## src/rtl/tdp_ram_stream_reader_if.sv

```systemverilog
// Command, RAM port-B and output-stream signals of the stream reader in one bundle.
// master = the reader itself, slave = the command issuer / RAM / stream consumer side.
interface tdp_ram_stream_reader_if #(
  parameter int DATA_WIDTH = 32,
  parameter int ADDR_WIDTH = 8,
  parameter int CNT_WIDTH  = 9
);
  logic                  start;
  logic [ADDR_WIDTH-1:0] base_addr;
  logic [CNT_WIDTH-1:0]  num_words;
  logic                  busy;
  logic                  done;

  logic                  mem_en;
  logic                  mem_regce;
  logic                  mem_web;
  logic [ADDR_WIDTH-1:0] mem_addr;
  logic [DATA_WIDTH-1:0] mem_rdata;

  logic                  m_valid;
  logic                  m_ready;
  logic [DATA_WIDTH-1:0] m_data;
  logic                  m_last;

  modport master (
    input  start, base_addr, num_words, mem_rdata, m_ready,
    output busy, done, mem_en, mem_regce, mem_web, mem_addr, m_valid, m_data, m_last
  );

  modport slave (
    output start, base_addr, num_words, mem_rdata, m_ready,
    input  busy, done, mem_en, mem_regce, mem_web, mem_addr, m_valid, m_data, m_last
  );
endinterface

```

## src/rtl/tdp_ram_stream_reader.sv

```systemverilog
// Streams num_words RAM words from base_addr; first word valid 2+READ_LATENCY cycles after start.
// Reads issue only while FIFO + in-flight occupancy leaves room, so m_ready backpressure never drops data.
module tdp_ram_stream_reader #(
  parameter int DATA_WIDTH   = 32,
  parameter int ADDR_WIDTH   = 8,
  parameter int READ_LATENCY = 1,
  parameter int FIFO_DEPTH   = 4,
  parameter int CNT_WIDTH    = 9
) (
  input  logic                   clk,
  input  logic                   rst_n,
  tdp_ram_stream_reader_if.master io_bus
);
  localparam int PTR_W = $clog2(FIFO_DEPTH);
  localparam int OCC_W = $clog2(FIFO_DEPTH + READ_LATENCY + 1) + 1;
  localparam logic [OCC_W-1:0] DEPTH_C = OCC_W'(FIFO_DEPTH);
  localparam logic [OCC_W-1:0] ONE_C   = OCC_W'(1);

  typedef enum logic [1:0] {S_IDLE, S_ISSUE, S_DRAIN} state_t;

  state_t                  r_state;
  logic [ADDR_WIDTH-1:0]   r_addr;
  logic [CNT_WIDTH-1:0]    r_rem;
  logic                    r_done;
  logic [READ_LATENCY-1:0] r_pv;
  logic [READ_LATENCY-1:0] r_pl;
  logic [OCC_W-1:0]        r_inflight;
  logic [DATA_WIDTH:0]     r_fifo [FIFO_DEPTH];
  logic [PTR_W-1:0]        r_wptr;
  logic [PTR_W-1:0]        r_rptr;
  logic [OCC_W-1:0]        r_count;

  logic                    w_issue;
  logic                    w_is_last;
  logic                    w_wr;
  logic                    w_wr_last;
  logic                    w_empty;
  logic                    w_rd;
  logic [DATA_WIDTH:0]     w_head;

  // Credit check uses registered counts only; the read issued this cycle is not yet counted.
  assign w_issue   = (r_state == S_ISSUE) && ((r_count + r_inflight) < DEPTH_C);
  assign w_is_last = (r_rem == CNT_WIDTH'(1));
  assign w_wr      = r_pv[READ_LATENCY-1];
  assign w_wr_last = r_pl[READ_LATENCY-1];
  assign w_empty   = (r_count == '0);
  assign w_rd      = io_bus.m_ready && !w_empty;
  assign w_head    = r_fifo[r_rptr];

  always_ff @(posedge clk or negedge rst_n) begin
    if (!rst_n) begin
      r_state <= S_IDLE;
      r_addr  <= '0;
      r_rem   <= '0;
      r_done  <= 1'b0;
    end else begin
      r_done <= 1'b0;
      case (r_state)
        S_IDLE: begin
          if (io_bus.start) begin
            if (io_bus.num_words == '0) begin
              r_done <= 1'b1;
            end else begin
              r_state <= S_ISSUE;
              r_addr  <= io_bus.base_addr;
              r_rem   <= io_bus.num_words;
            end
          end
        end
        S_ISSUE: begin
          if (w_issue) begin
            r_addr <= r_addr + ADDR_WIDTH'(1);
            r_rem  <= r_rem - CNT_WIDTH'(1);
            if (w_is_last) r_state <= S_DRAIN;
          end
        end
        S_DRAIN: begin
          if (w_rd && w_head[DATA_WIDTH]) begin
            r_state <= S_IDLE;
            r_done  <= 1'b1;
          end
        end
        default: r_state <= S_IDLE;
      endcase
    end
  end

  // Tag pipe mirrors the RAM read latency so data is captured exactly when doutb is valid.
  always_ff @(posedge clk or negedge rst_n) begin
    if (!rst_n) begin
      r_pv       <= '0;
      r_pl       <= '0;
      r_inflight <= '0;
    end else begin
      r_pv[0] <= w_issue;
      r_pl[0] <= w_issue && w_is_last;
      for (int i = 1; i < READ_LATENCY; i++) begin
        r_pv[i] <= r_pv[i-1];
        r_pl[i] <= r_pl[i-1];
      end
      case ({w_issue, w_wr})
        2'b10:   r_inflight <= r_inflight + ONE_C;
        2'b01:   r_inflight <= r_inflight - ONE_C;
        default: r_inflight <= r_inflight;
      endcase
    end
  end

  always_ff @(posedge clk) begin
    if (w_wr) r_fifo[r_wptr] <= {w_wr_last, io_bus.mem_rdata};
  end

  always_ff @(posedge clk or negedge rst_n) begin
    if (!rst_n) begin
      r_wptr  <= '0;
      r_rptr  <= '0;
      r_count <= '0;
    end else begin
      if (w_wr) r_wptr <= r_wptr + PTR_W'(1);
      if (w_rd) r_rptr <= r_rptr + PTR_W'(1);
      case ({w_wr, w_rd})
        2'b10:   r_count <= r_count + ONE_C;
        2'b01:   r_count <= r_count - ONE_C;
        default: r_count <= r_count;
      endcase
    end
  end

  assign io_bus.busy      = (r_state != S_IDLE);
  assign io_bus.done      = r_done;
  assign io_bus.mem_en    = w_issue;
  assign io_bus.mem_regce = 1'b1;
  assign io_bus.mem_web   = 1'b0;
  assign io_bus.mem_addr  = r_addr;
  assign io_bus.m_valid   = !w_empty;
  assign io_bus.m_data    = w_empty ? '0 : w_head[DATA_WIDTH-1:0];
  assign io_bus.m_last    = !w_empty && w_head[DATA_WIDTH];

  a_no_overflow: assert property (@(posedge clk) disable iff (!rst_n)
    !(w_wr && !w_rd && (r_count == DEPTH_C)));
  a_inflight_bound: assert property (@(posedge clk) disable iff (!rst_n)
    ((r_count + r_inflight) <= DEPTH_C));
endmodule
```

## src/flat_wrapper.sv

```systemverilog
// flat-port wrapper written by rule: the top's interface ports become plain ports
module tdp_ram_stream_reader_flat 
#(
  parameter int DATA_WIDTH   = 32,
  parameter int ADDR_WIDTH   = 8,
  parameter int READ_LATENCY = 1,
  parameter int FIFO_DEPTH   = 4,
  parameter int CNT_WIDTH    = 9
)
  (clk, rst_n, io_bus_start, io_bus_base_addr, io_bus_num_words, io_bus_mem_rdata, io_bus_m_ready, io_bus_busy, io_bus_done, io_bus_mem_en, io_bus_mem_regce, io_bus_mem_web, io_bus_mem_addr, io_bus_m_valid, io_bus_m_data, io_bus_m_last);
  tdp_ram_stream_reader_if #(.DATA_WIDTH(DATA_WIDTH), .ADDR_WIDTH(ADDR_WIDTH), .CNT_WIDTH(CNT_WIDTH)) io_bus_i ();
  input  logic clk;
  input  logic rst_n;
  input wire logic [$bits(io_bus_i.start)-1:0] io_bus_start;
  input wire logic [$bits(io_bus_i.base_addr)-1:0] io_bus_base_addr;
  input wire logic [$bits(io_bus_i.num_words)-1:0] io_bus_num_words;
  input wire logic [$bits(io_bus_i.mem_rdata)-1:0] io_bus_mem_rdata;
  input wire logic [$bits(io_bus_i.m_ready)-1:0] io_bus_m_ready;
  output wire logic [$bits(io_bus_i.busy)-1:0] io_bus_busy;
  output wire logic [$bits(io_bus_i.done)-1:0] io_bus_done;
  output wire logic [$bits(io_bus_i.mem_en)-1:0] io_bus_mem_en;
  output wire logic [$bits(io_bus_i.mem_regce)-1:0] io_bus_mem_regce;
  output wire logic [$bits(io_bus_i.mem_web)-1:0] io_bus_mem_web;
  output wire logic [$bits(io_bus_i.mem_addr)-1:0] io_bus_mem_addr;
  output wire logic [$bits(io_bus_i.m_valid)-1:0] io_bus_m_valid;
  output wire logic [$bits(io_bus_i.m_data)-1:0] io_bus_m_data;
  output wire logic [$bits(io_bus_i.m_last)-1:0] io_bus_m_last;
  assign io_bus_i.start = io_bus_start;
  assign io_bus_i.base_addr = io_bus_base_addr;
  assign io_bus_i.num_words = io_bus_num_words;
  assign io_bus_i.mem_rdata = io_bus_mem_rdata;
  assign io_bus_i.m_ready = io_bus_m_ready;
  assign io_bus_busy = io_bus_i.busy;
  assign io_bus_done = io_bus_i.done;
  assign io_bus_mem_en = io_bus_i.mem_en;
  assign io_bus_mem_regce = io_bus_i.mem_regce;
  assign io_bus_mem_web = io_bus_i.mem_web;
  assign io_bus_mem_addr = io_bus_i.mem_addr;
  assign io_bus_m_valid = io_bus_i.m_valid;
  assign io_bus_m_data = io_bus_i.m_data;
  assign io_bus_m_last = io_bus_i.m_last;
  tdp_ram_stream_reader #(.DATA_WIDTH(DATA_WIDTH), .ADDR_WIDTH(ADDR_WIDTH), .READ_LATENCY(READ_LATENCY), .FIFO_DEPTH(FIFO_DEPTH), .CNT_WIDTH(CNT_WIDTH)) u_core (.clk(clk), .rst_n(rst_n), .io_bus(io_bus_i));
endmodule
```

## config.mk

```make
export PLATFORM = sky130hd
export DESIGN_NAME = tdp_ram_stream_reader_flat
export DESIGN_NICKNAME = d
export VERILOG_FILES = /design/src/rtl/tdp_ram_stream_reader_if.sv /design/src/rtl/tdp_ram_stream_reader.sv /design/src/flat_wrapper.sv
export SDC_FILE = /design/constraint.sdc
export NUM_CORES = 1
export LEC_CHECK = 0
export ABC_CLOCK_PERIOD_IN_PS = 3030
export BUFFER_PORTS_ARGS = -buffer_cell sky130_fd_sc_hd__buf_2
export CAP_MARGIN = 40
export CORE_MARGIN = 2
export CORE_UTILIZATION = 40
export CTS_CLUSTER_SIZE = 40
export DETAILED_ROUTE_END_ITERATION = 8
export SLEW_MARGIN = 15
export SYNTH_ARGS = -nofsm -noshare
export SYNTH_HDL_FRONTEND = slang
export SYNTH_SLANG_ARGS = --single-unit
```

## constraint.sdc

```tcl
create_clock -name clk -period 3.03 [get_ports clk]
set_input_delay 0.909 -clock clk [delete_from_list [all_inputs] [get_ports clk]]
set_output_delay 0.909 -clock clk [all_outputs]
set_load 0.03 [all_outputs]
```

# After elaboration in Yosys (flattened, before gate mapping)
# Memory sizes are Yosys's and may differ from the RTL's.
# Index checks and enable logic that the tools add are counted.
totals:
  n_memories: 1
  word_cells: 71
  out_inout_bits: 47
  reg_bits: 34
  in_bits: 53
  mem_bits_rw: 132
op_classes:
  n_addsub: 9
  n_mux: 23
  order_cmp: 1
  n_reduce_logical: 15
  eq_ne: 12
mem_list:
  columns: ["name", "depth", "word_bits", "rd", "rd_clocked_by_memory_dff", "write_ports", "line", "rtl"]
  rows:
  - ["u_core.r_fifo", 4, 33, 1, 0, 1, "tdp_ram_stream_reader.sv:28", "logic [DATA_WIDTH:0] r_fifo [FIFO_DEPTH];"]
op_table:
  columns: ["cell", "count"]
  rows:
  - ["2-to-1 mux 32 bit", 1]
  - ["2-to-1 mux 9 bit", 3]
  - ["2-to-1 mux 8 bit", 3]
  - ["one-hot mux 9 bit (2 select lines)", 1]
  - ["one-hot mux 4 bit (2 select lines)", 2]
  - ["one-hot mux 8 bit (2 select lines)", 1]
  - ["2-to-1 mux 2 bit", 5]
  - ["equality test 9 x 1 -> 1 bit, second input constant", 1]
  - ["logical NOT 9 bit", 1]
  - ["subtractor 9 x 1 -> 9 bit, second input constant", 1]
  - ["adder 4 x 1 -> 4 bit, second input constant", 2]
  - ["adder 8 x 1 -> 8 bit, second input constant", 1]
  - ["nonzero test 2 bit", 4]
  - ["subtractor 4 x 1 -> 4 bit, second input constant", 2]
  - ["equality test 2 x 1 -> 1 bit, second input constant", 3]
  - ["equality test 2 bit, second input constant", 3]
  - ["!= test 2 x 1 -> 1 bit, second input constant", 3]
  - ["one-hot mux 2 bit (3 select lines)", 1]
  - ["logical AND 1 bit", 5]
  - ["2-to-1 mux 1 bit", 5]
  - ["AND reduction 5 bit", 1]
  - ["adder 2 x 1 -> 2 bit, second input constant", 2]
  - ["adder 4 bit", 1]
  - ["logical NOT 4 bit", 1]
  - ["other kinds (6)", 7]

# Depth between registers and ports, before layout
depth:
  ltp_word: 6
  ltp_mapped: 12
  ltp_nobuf: 12

# Worst setup path after synthesis
# Ideal clock, no wire load.
synth_timing:
  path_type: "register to register"
  startpoint: "register u_core.r_count[1]"
  endpoint: "register u_core.r_inflight[3]"
  path_buffers: 0
  t_required_ns: 2.905
  setup_time_ns: 0.125
  path_slack_ns: 0.189
  t_arrival_ns: 2.716
  synth_period_minus_slack_ns: 2.841
  stages_incl_launch_ff: 13
  path_cell_list: "dfrtp_1 ha_1 a31o_2 or3_4 nand2_2 nand2_1 ha_1 ha_1 a21o_1 a21oi_1 xnor2_1 nor2_1 xor2_1"
synth_via:
  elab_chain_len: 5
  word_cells_on_any_way: 7
  classes_between: "add/sub: 1; order compare: 1; eq/ne: 2; mux: 1; reduce/logical: 2"
synth_lines:
  columns: ["element", "line", "rtl"]
  rows:
  - ["from (decl)", "tdp_ram_stream_reader.sv:31", "logic [OCC_W-1:0] r_count;"]
  - ["from (signal assigned)", "tdp_ram_stream_reader.sv:122", "2'b10: r_count <= r_count + ONE_C;"]
  - ["from (signal assigned)", "tdp_ram_stream_reader.sv:123", "2'b01: r_count <= r_count - ONE_C;"]
  - ["from (signal assigned)", "tdp_ram_stream_reader.sv:124", "default: r_count <= r_count;"]
  - ["adder 4 bit (*)", "tdp_ram_stream_reader.sv:42", "assign w_issue = (r_state == S_ISSUE) && ((r_count + r_inflight) < DEPTH_C);"]
  - ["less-than comparator 4 x 3 -> 1 bit (*)", "tdp_ram_stream_reader.sv:42", null]
  - ["logical AND 1 bit (*)", "tdp_ram_stream_reader.sv:42", null]
  - ["equality test 2 x 1 -> 1 bit / equality test 2 bit (equally long branches)", "tdp_ram_stream_reader.sv:101", "case ({w_issue, w_wr})"]
  - ["one-hot mux 4 bit (2 select lines) / nonzero test 2 bit (equally long branches)", null, null]
  - ["to (signal assigned)", "tdp_ram_stream_reader.sv:102", "2'b10: r_inflight <= r_inflight + ONE_C;"]
  - ["to (signal assigned)", "tdp_ram_stream_reader.sv:103", "2'b01: r_inflight <= r_inflight - ONE_C;"]
  - ["to (signal assigned)", "tdp_ram_stream_reader.sv:104", "default: r_inflight <= r_inflight;"]
  - ["to (decl)", "tdp_ram_stream_reader.sv:27", "logic [OCC_W-1:0] r_inflight;"]
# Every way passes the cells marked *; elsewhere a longest branch is shown, timed or not.
# A chain may end at the register's enable or synchronous reset.

# Final worst setup path
layout_timing:
  startpoint: "register u_core.r_inflight[3]"
  endpoint: "output io_bus_mem_en"
layout_via:
  elab_chain_len: 3
layout_lines:
  columns: ["element", "line", "rtl"]
  rows:
  - ["adder 4 bit", "tdp_ram_stream_reader.sv:42", null]
  - ["less-than comparator 4 x 3 -> 1 bit", "tdp_ram_stream_reader.sv:42", null]
  - ["logical AND 1 bit", "tdp_ram_stream_reader.sv:42", null]
  - ["to (decl)", "flat_wrapper.sv:21", "output wire logic [$bits(io_bus_i.mem_en)-1:0] io_bus_mem_en;"]
# Every way passes these cells.

==> flow_summary_export.csv <==
group,metric,value,unit
clock_network,clk_pin_slew,0.07,ns
timing,finalCriticalPeriod,2.94,ns
timing,max_clock_freq,340,MHz
layout,antenna_cells,0,
route,postRouteAntennaNets,0,
logic_synthesis,synth_commonest_cells,"132 x edfxtp_1, 39 x and2_1, 34 x dfrtp_1",
timing,setup_viol,0,
logic_synthesis,synthArstFlopShare,20.5,%
clock_network,cts.sinks,166,
timing,hold_viol,0,
place,port_buffers,97,
power_and_ir_drop,finalPower,9.56,mW
route,wl_per_cell,17.7,um
logic_synthesis,netlist_area,7100,um^2
run_status,status,"complete, no violations",
route,firstDrtPassIters,4,
layout,layout.area.seq,4820,um^2
global_routing,antenna_found_initial,0,
place,place.gp.congestion,0.874,
global_routing,grt_pass1_wl,22600,um
logic_synthesis,syn_nets,512,
logic_synthesis,yosys.area.top_type,"edfxtp_1",
floorplan,die_area,18800,um^2
worst_setup_path,cp.required,2.12,ns
power_and_ir_drop,p_leak,3.25,nW
worst_setup_path,worstSetupPathType,"reg2out",
worst_setup_path,arrival,2.03,ns
logic_synthesis,synth_edf_count,132,
floorplan,core.rowCount,48,
route,routed_via_density,5.19,
layout,n_fill_cell,1487,
logic_synthesis,yosys_warnings,0,
layout,multiInputGateArea,2170,um^2
clock_network,clkLatencyLatePin,0.42,ns
clock_network,cts_buffer_depth,2,
logic_synthesis,synth.avg_cell_area,16.1,um^2
layout,syn_to_final_growth,21.4,%
route,drt-total-wl,14200,um
power_and_ir_drop,vdd_drop_max,0.000865,V
layout,fin_nets,634,
logic_synthesis,synth-seq-area-share,67.8,%
clock_network,h-tree-depth,4,
place,dp_hpwl,9300,um
global_routing,track_usage,16.2,%
route,vias,4155,
timing,tns,0,ns
floorplan,dieWidth,137,um
floorplan,die_h,137,um
floorplan,pin_count,100,
timing,slew_headroom,59.9,%
clock_network,cts_tree,"yes",
logic_synthesis,syn_inst,442,
clock_network,cts-root-buf,"clkbuf_16",
layout,utilization,49.8,%
logic_synthesis,post-synth-top-count-cell,"edfxtp_1",
logic_synthesis,ys.flop_type,"edfxtp_1",
timing,drv_slew,0,
global_routing,gr-total-overflow,0,
route,drc_errors,0,
worst_setup_path,critPathLaunchType,"flip-flop",
run,drv_cap,0,
logic_synthesis,synth_seq_cells,166,
hold_path,min_path_type,"in2async",
worst_setup_path,worstPathMaxFanout,3,
logic_synthesis,yosys-top-cells-area,"edfxtp_1 56%, dfrtp_1 12%, mux4_2 10%, and2_1 3.4%, ha_1 2.6%",
global_routing,grt_pass1_vias,4323,
timing,period_share,96.9,%
logic_synthesis,ys_types,52,
clock_network,cts_buffers,17,
global_routing,grt_start_max_net_pins,36,
timing,max_slew.worst_pin.slew,0.602,ns
logic_synthesis,synth.top_cell.area_share,55.9,%
floorplan,core,17300,um^2
floorplan,start_util,41.0,%
power_and_ir_drop,pwr_density_cell,1110,nW/um^2
timing,clock_skew,0.00745,ns
layout,drive_above_1_share,35.6,%
route,drtIter0Drc,326,
worst_setup_path,setup.worst_path.end_class,"output port",
timing,rsz0062_at_grt,"false",
per-stage QoR:
step | std cells | hold WS (ns) | cell area, um^2 | setup slack (ns)
2_1_floorplan | 442 | 0.455 | 7100 | 0.189
3_3_place_gp | 759 | 0.478 | 7920 | 0.169
3_5_place_dp | 759 | 0.508 | 7920 | 0.121
4_1_cts | 794 | 0.523 | 8530 | 0.00861
5_1_grt | 801 | 0.436 | 8620 | 0.000968
6_report | 801 | 0.418 | 8620 | 0.0931
cell usage in the layout, fill, tap and decap left out, drive strengths merged, types with 2 or more instances in the layout:
master,synthesis,routed
nor3b,2,2
mux4,33,33
o22ai,3,3
a31o,3,3
xor2,7,7
a21o,3,3
a31oi,3,3
fa,2,2
clkinvlp,0,3
ha,15,15
and3,3,3
o21ai,11,11
a211oi,3,3
clkinv,1,3
nand3,8,8
a311oi,5,5
dfrtp,34,34
o21bai,2,2
nor3,4,4
clkbuf,13,17
xnor2,5,5
nor4,2,2
conb,2,2
edfxtp,132,132
a21oi,11,11
o211ai,3,3
or3,2,2
nor2,25,25
nand2,26,26
a21boi,3,3
nand4,3,3
inv,11,19
and2,40,40
buf,7,123
or4,2,2
critical path: stages, from the launching register on:
cell,delay [ns]
dfrtp_1,0.41
xor3_1,0.43
or3_4,0.42
nand2_4,0.08
nand2_4,0.08
inv_4,0.07
buf_6,0.12
sequential cells by signal, indices dropped and copies added (netlist names):
register and count:
u_core.r_fifo 132, u_core.r_rem 9, u_core.io_bus.mem_addr 8, u_core.r_count 4, u_core.r_inflight 4, u_core.r_rptr 2
u_core.r_state 2, u_core.r_wptr 2, u_core.io_bus.done 1, u_core.r_pl 1, u_core.r_pv 1
routing by layer:
metal	track usage (%)	part of all wire [%]
met4	6.47	1.7
met5	0	0
met1	20.8	43
met3	3.50	4.4
met2	27.0	51
where the power goes:
part           switching [mW]  internal (mW)  total [mW]
Clock                   0.902           1.15        2.05
Combinational            2.47           1.77        4.24
Sequential              0.283           2.98        3.27
final cells by class:
| type | instances | area share [%] |
|---|---|---|
| flip-flops and latches | 166 | 55.9 |
| clock inverters | 14 | 1.64 |
| multi-input cells | 244 | 25.2 |
| repair buffers | 123 | 8.55 |
| well taps | 225 | 3.27 |
| clock buffers | 17 | 4.94 |
| inverters | 12 | 0.552 |
path summary, 6_finish.rpt:
kind                       slack (ns)                   endpoint            startpoint  depth (start not counted)
max reg2reg                      0.28       u_core.r_inflight[3]  u_core.r_inflight[3]                         11
min in group clk                 0.52       u_core.r_fifo[1][32]           u_core.r_pl                          0
min                              0.42  u_core.io_bus.mem_addr[0]                 rst_n                          1
max in group asynchronous        2.15           u_core.r_rptr[1]                 rst_n                          2
max                              0.09              io_bus_mem_en  u_core.r_inflight[3]                          6
min reg2reg                      0.52       u_core.r_fifo[1][32]           u_core.r_pl                          0
what timing repair did:
item / CTS / global route
hold buffers: 0 / 0
setup buffers: 4 / 5
gates resized for setup: 5 / 5
pin swaps: 1 / 5
endpoints found under the setup margin: 1 / 34
cells by family (layout without fill, tap and decap cells):
kind of cell / Yosys count / count (layout) / share of synthesized area (%)
other cells: 2 / 2 / 0.106
buf+inv: 32 / 166 / 1.89
xor+xnor: 13 / 13 / 1.82
flops: 166 / 166 / 67.8
compound gates: 58 / 58 / 5.78
fa+ha+maj: 17 / 17 / 3.21
mux: 33 / 33 / 10.5
simple gates: 121 / 121 / 8.89
No activity file was read; power rests on OpenSTA's default activity.
